### config.mk
export PLATFORM = sky130hd
export DESIGN_NAME = polar_sc_decode_flat
export DESIGN_NICKNAME = d
export VERILOG_FILES = /design/src/rtl/polar_sc_decode_if.sv /design/src/rtl/polar_sc_decode.sv /design/src/flat_wrapper.sv
export SDC_FILE = /design/constraint.sdc
export NUM_CORES = 1
export LEC_CHECK = 0
export CAP_MARGIN = 10
export CORE_ASPECT_RATIO = 1.4
export CORE_MARGIN = 3
export CORE_UTILIZATION = 40
export DETAILED_ROUTE_END_ITERATION = 10
export MAX_ROUTING_LAYER = met4
export PLACE_DENSITY = 0.63
export SLEW_MARGIN = 20
export SYNTH_ARGS = -nofsm -noshare
export SYNTH_HDL_FRONTEND = slang
export SYNTH_SLANG_ARGS = --single-unit
### constraint.sdc
create_clock -name clk -period 17.95 [get_ports clk]
set_input_delay 3.59 -clock clk [delete_from_list [all_inputs] [get_ports clk]]
set_output_delay 3.59 -clock clk [all_outputs]
set_load 0.05 [all_outputs]
### src/rtl/polar_sc_decode_if.sv
// polar_sc_decode_if: codeword-in / decoded-word-out handshake bundle for the SC polar decoder
interface polar_sc_decode_if #(
    parameter int N = 16,
    parameter int W = 6
) ();
    logic           in_valid;
    logic           in_ready;
    logic [N*W-1:0] in_llr;
    logic [0:N-1]   frozen_mask;
    logic           out_valid;
    logic           out_ready;
    logic [0:N-1]   out_u;
    modport master (output in_valid, in_llr, frozen_mask, out_ready, input in_ready, out_valid, out_u);
    modport slave  (input in_valid, in_llr, frozen_mask, out_ready, output in_ready, out_valid, out_u);
endinterface

### src/rtl/polar_sc_decode.sv
// polar_sc_decode: successive-cancellation hard-output decoder for natural-order polar codes
module polar_sc_decode #(
    parameter int N = 16,
    parameter int W = 6
) (
    input  logic             clk,
    input  logic             rst_n,
    polar_sc_decode_if.slave bus
);
    localparam int M  = $clog2(N);
    localparam int LW = $clog2(M + 1);
    localparam logic signed [W-1:0] LMAX = W'((1 << (W - 1)) - 1);
    typedef enum logic [1:0] {S_IDLE, S_DECODE, S_DONE} state_t;
    state_t r_state, w_next;
    // r_llr[k] holds the LLRs of the active node of length 2^k; level M is the channel word
    logic signed [W-1:0] r_llr [0:M][0:N-1];
    // r_ps[k] holds the re-encoded bits of the most recently completed node of length 2^k
    logic [0:N-1]        r_ps  [0:M];
    logic [0:N-1]        w_ps  [0:M-1];
    logic signed [W-1:0] w_in  [0:N-1];
    logic signed [W-1:0] w_child [0:N/2-1];
    logic [0:N-1]        r_mask, r_out_u;
    logic [LW-1:0]       r_lvl, w_tz;
    logic [M-1:0]        r_bit, w_nxt, w_half;
    logic                r_op_g, r_fin, w_u;
    // channel LLRs: the most negative code is folded onto the symmetric range
    for (genvar i = 0; i < N; i++) begin : g_in
        logic signed [W-1:0] w_raw;
        assign w_raw   = bus.in_llr[(N-1-i)*W +: W];
        assign w_in[i] = (w_raw[W-1] && w_raw[W-2:0] == '0) ? -LMAX : w_raw;
    end
    assign w_half = M'(1) << (r_lvl - LW'(1));
    // stage-parallel min-sum array: f or g over the whole active node in one cycle
    for (genvar j = 0; j < N / 2; j++) begin : g_pe
        logic [M-1:0]        w_idx;
        logic signed [W-1:0] w_a, w_b, w_abs_a, w_abs_b, w_min, w_f, w_g;
        logic signed [W:0]   w_ax, w_bx, w_sum;
        assign w_idx      = M'(j) + w_half;
        assign w_a        = r_llr[r_lvl][j];
        assign w_b        = r_llr[r_lvl][w_idx];
        assign w_abs_a    = w_a[W-1] ? -w_a : w_a;
        assign w_abs_b    = w_b[W-1] ? -w_b : w_b;
        assign w_min      = (w_abs_a < w_abs_b) ? w_abs_a : w_abs_b;
        assign w_f        = (w_a[W-1] ^ w_b[W-1]) ? -w_min : w_min;
        assign w_ax       = (W+1)'(w_a);
        assign w_bx       = (W+1)'(w_b);
        assign w_sum      = w_bx + (r_ps[r_lvl - LW'(1)][j] ? -w_ax : w_ax);
        assign w_g        = (w_sum > (W+1)'(LMAX)) ? LMAX : (w_sum < -(W+1)'(LMAX)) ? -LMAX : w_sum[W-1:0];
        assign w_child[j] = r_op_g ? w_g : w_f;
    end
    assign w_u   = ~r_mask[r_bit] & w_child[0][W-1];
    assign w_nxt = r_bit + M'(1);
    // next bit restarts with a g step at the level of its lowest set index bit
    always_comb begin
        w_tz = '0;
        for (int k = M - 1; k >= 0; k--) if (w_nxt[k]) w_tz = LW'(k);
    end
    // partial-sum cascade: each completed right child folds its left sibling into the parent
    always_comb begin
        w_ps[0]    = '0;
        w_ps[0][0] = w_u;
        for (int k = 1; k < M; k++) begin
            w_ps[k] = '0;
            for (int j = 0; j < (1 << (k - 1)); j++) begin
                w_ps[k][j]                  = r_ps[k-1][j] ^ w_ps[k-1][j];
                w_ps[k][j + (1 << (k - 1))] = w_ps[k-1][j];
            end
        end
    end
    // datapath: load on accept, then one f/g step per cycle with leaf decisions on length-2 steps
    always_ff @(posedge clk or negedge rst_n) begin
        if (!rst_n) begin
            for (int k = 0; k <= M; k++) begin
                r_ps[k] <= '0;
                for (int j = 0; j < N; j++) r_llr[k][j] <= '0;
            end
            r_mask  <= '0;
            r_out_u <= '0;
            r_lvl   <= '0;
            r_bit   <= '0;
            r_op_g  <= 1'b0;
            r_fin   <= 1'b0;
        end else if (r_state == S_IDLE && bus.in_valid) begin
            for (int j = 0; j < N; j++) r_llr[M][j] <= w_in[j];
            r_mask  <= bus.frozen_mask;
            r_out_u <= '0;
            r_lvl   <= LW'(M);
            r_bit   <= '0;
            r_op_g  <= 1'b0;
            r_fin   <= 1'b0;
        end else if (r_state == S_DECODE && !r_fin) begin
            for (int k = 0; k < M; k++)
                for (int j = 0; j < N / 2; j++)
                    if (LW'(k + 1) == r_lvl && M'(j) < w_half) r_llr[k][j] <= w_child[j];
            if (r_lvl == LW'(1)) begin
                r_out_u[r_bit] <= w_u;
                for (int k = 0; k < M; k++)
                    if ((r_bit & M'((1 << k) - 1)) == M'((1 << k) - 1)) r_ps[k] <= w_ps[k];
                r_bit  <= w_nxt;
                r_fin  <= &r_bit;
                r_lvl  <= w_tz + LW'(1);
                r_op_g <= 1'b1;
            end else begin
                r_lvl  <= r_lvl - LW'(1);
                r_op_g <= 1'b0;
            end
        end
    end
    // control state register
    always_ff @(posedge clk or negedge rst_n) begin
        if (!rst_n) r_state <= S_IDLE;
        else        r_state <= w_next;
    end
    // next state and handshake outputs; DECODE holds one wrap-up cycle after the last step
    always_comb begin
        w_next        = r_state;
        bus.in_ready  = 1'b0;
        bus.out_valid = 1'b0;
        case (r_state)
            S_IDLE: begin
                bus.in_ready = 1'b1;
                if (bus.in_valid) w_next = S_DECODE;
            end
            S_DECODE: if (r_fin) w_next = S_DONE;
            S_DONE: begin
                bus.out_valid = 1'b1;
                if (bus.out_ready) w_next = S_IDLE;
            end
            default: w_next = S_IDLE;
        endcase
    end
    assign bus.out_u = r_out_u;
endmodule
### src/flat_wrapper.sv
// flat-port wrapper written by rule: the top's interface ports become plain ports
module polar_sc_decode_flat 
#(
    parameter int N = 16,
    parameter int W = 6
)
  (clk, rst_n, bus_in_valid, bus_in_llr, bus_frozen_mask, bus_out_ready, bus_in_ready, bus_out_valid, bus_out_u);
  polar_sc_decode_if #(.N(N), .W(W)) bus_i ();
  input  logic clk;
  input  logic rst_n;
  input wire logic [$bits(bus_i.in_valid)-1:0] bus_in_valid;
  input wire logic [$bits(bus_i.in_llr)-1:0] bus_in_llr;
  input wire logic [$bits(bus_i.frozen_mask)-1:0] bus_frozen_mask;
  input wire logic [$bits(bus_i.out_ready)-1:0] bus_out_ready;
  output wire logic [$bits(bus_i.in_ready)-1:0] bus_in_ready;
  output wire logic [$bits(bus_i.out_valid)-1:0] bus_out_valid;
  output wire logic [$bits(bus_i.out_u)-1:0] bus_out_u;
  assign bus_i.in_valid = bus_in_valid;
  assign bus_i.in_llr = bus_in_llr;
  assign bus_i.frozen_mask = bus_frozen_mask;
  assign bus_i.out_ready = bus_out_ready;
  assign bus_in_ready = bus_i.in_ready;
  assign bus_out_valid = bus_i.out_valid;
  assign bus_out_u = bus_i.out_u;
  polar_sc_decode #(.N(N), .W(W)) u_core (.clk(clk), .rst_n(rst_n), .bus(bus_i));
endmodule
==> flow_summary.json <==
{
  "status": "finished clean",
  "relSlewSlack": 0.249,
  "clk_latency_ns": 0.58,
  "synth.distinct_cells": 97,
  "placed_area_sq_mm": 0.0301,
  "portBuffers": 133,
  "core.rowCount": 113,
  "antenna_found_initial": 1,
  "final_antenna_net_count": 0,
  "drc_errors": 0,
  "wl_per_cell_microns": 24.5,
  "syn_avg_cell_area_sq_um": 8.80,
  "regToRegSetupSlack_ns": 8.44,
  "reg2regPathDepth": 32,
  "path_class": "reg2reg",
  "min_from": "u_core.r_mask[8]",
  "hp-class": "reg2reg",
  "rsz0062_at_grt": "false",
  "area_delta_synth_final_pct": 12.4,
  "clock-skew-final_ns": 0.0253,
  "syn_inst": 3166,
  "clock-sinks": 346,
  "final_cell_mix": "nand2_1, dfrtp_1, nor2_1",
  "r2r-start": "u_core.r_lvl[0]",
  "numCtsBuffers": 37,
  "cp_slowest_cell": "o21ai_0",
  "hold_buffers": 0,
  "finalSetupTns_ns": 0,
  "grt_pass1_wl_microns": 154000,
  "finalCritPeriodShare": 0.530,
  "clk_pin_slew_ns": 0.06,
  "die_h_microns": 318,
  "hold_path_end": "u_core.r_mask[8]",
  "drt-total-wl_microns": 102000,
  "postSynth.topFlopCell": "dfrtp_1",
  "grtUsageTotal": 0.283,
  "gp_congestion": 1.06,
  "hpwl_microns": 78700,
  "design_area_sq_mm": 0.0313,
  "post_cts_resized": 0,
  "fmax_ghz": 0.105,
  "post_cts_buffers": 0,
  "htreeDepth": 2,
  "worst-endpoint-arrival_ns": 10.02,
  "r2r-end": "u_core.r_llr[371]",
  "layout-drive-gt1-share": 0.121,
  "crit_required_ns": 18.46,
  "ys_ff_latch": 346,
  "crit_fanout": 44,
  "grt-ovfl-total": 0,
  "root_buffer": "clkbuf_16",
  "slowest_delay_ns": 0.85,
  "clockBufferDepth": 3,
  "layout.nets": 3497,
  "cts_tree": "built",
  "dr.pass1.iters": 8,
  "synth_edf_count": 0,
  "final_common_cell": "nand2_1",
  "async_flop_share": 1.00,
  "setup_violations": 0,
  "tightest_slew_ns": 1.11,
  "syn_nets": 3434,
  "fin_crit_ns": 9.51,
  "seq_area_sq_mm": 0.00867,
  "io_pins": 134,
  "grt_max_degree": 109,
  "whs_path_depth": 2,
  "vias_per_cell": 5.97,
  "die_area_sq_mm": 0.0729,
  "fill_cells": 6817,
  "grt_pass1_vias": 24800,
  "multiInputGateArea_sq_mm": 0.0180,
  "setup.worst_path.start_class": "register",
  "drt_iter0_markers": 2078,
  "vias": 24900,
  "initial_core_util": 0.407,
  "hold_viol": 0,
  "core_area_sq_mm": 0.0684,
  "cap_violations": 0,
  "yosysWarnings": 208,
  "report.final.slew_viol_count": 0,
  "die_width_microns": 229,
  "end_kind": "register",
  "ys_seq_area_frac": 0.311,
  "syn_area_sq_mm": 0.0279
}
## cells in the mapped netlist, types with 20 or more instances
master	instances	area, sq um
a31oi_1	42	263
o21a_1	29	218
clkbuf_1	77	289
a22oi_1	21	158
or3_1	31	194
nand3_1	38	190
nor2b_1	24	150
o21bai_1	20	150
o21ai_0	204	1020
mux4_2	60	1350
nor3_1	31	155
o22ai_1	30	188
a211oi_1	45	338
ha_1	144	1800
nor4_1	20	125
nand2b_1	21	131
mux2_2	159	1790
inv_1	141	529
dfrtp_1	346	8660
xnor2_1	149	1310
nor2_1	229	860
nand2_1	515	1930
mux2i_1	174	1740
and3_1	24	150
buf_2	37	185
a21oi_1	201	1010
buf_1	24	90.1
xor2_1	31	272
## flip-flops by register name, indices dropped and copies added (netlist names)
register          cells
u_core.r_bit          4
u_core.r_fin          1
u_core.r_llr        288
u_core.r_op_g         1
u_core.r_lvl          3
u_core.bus.out_u     16
u_core.r_ps          15
u_core.r_mask        16
u_core.r_state        2
## worst max-delay path: cells and delay by family (launching register included)
kind	cells	cell delay, ns
AOI/OAI and AO/OA	11	2.90
and+or+nand+nor	5	1.04
DFF	1	0.84
muxes	3	0.86
xor gates and xnor gates	3	0.56
adders and majority gates	3	0.80
buffers and inverters	7	2.33
## stage by stage
stage               utilization  worst slack (ns)  hold slack, ns  cells
floorplan                     -             10.48           0.437   3166
global placement          0.439              8.91           0.456   4110
detailed placement        0.439              8.76           0.458   4110
CTS                       0.458              8.76           0.473   4173
global route              0.458              7.77           0.496   4174
finish                    0.458              8.44           0.471   4175
## how the worst max path moves through the flow
stage | start | endpoint | slack (ns)
2_1_floorplan | u_core.r_lvl[0] | u_core.r_llr[373] | 10.48
3_3_place_gp | u_core.r_lvl[0] | u_core.r_llr[433] | 8.91
3_5_place_dp | u_core.r_lvl[0] | u_core.bus.out_u[7] | 8.76
4_1_cts | u_core.r_lvl[0] | u_core.r_ps[47] | 8.76
5_1_grt | u_core.r_lvl[0] | u_core.r_llr[273] | 7.77
6_report | u_core.r_lvl[0] | u_core.r_llr[371] | 8.44
## metal layers
metal | GRT usage | up-vias | wire [microns]
met1 | 0.325 | 12100 | 39000
li1 | - | 11400 | -
met2 | 0.469 | 998 | 49200
met5 | - | - | 0
met4 | 0.161 | 0 | 7210
met3 | 0.0447 | 362 | 6860
## cell type report
class / count / share of cell area
Multi-Input combinational cell: 2515 / 0.575
Clock inverter: 16 / 0.00655
Tap cell: 920 / 0.0367
Antenna cell: 2 / 0.000160
Sequential cell: 346 / 0.277
Clock buffer: 47 / 0.0337
Inverter: 150 / 0.0180
Timing Repair Buffer: 179 / 0.0537
## logic make-up after synthesis
logic type      after synthesis  synth area share
xor+xnor                    181            0.0571
flops                       346             0.311
buf+inv                     305            0.0460
compound gates              777             0.179
fa+ha+maj                   158            0.0725
mux                         397             0.177
simple gates               1002             0.158
Power is left out: the tool's default activity adds up to more than one toggle a clock period on the data nets, which glitch-free logic cannot reach.
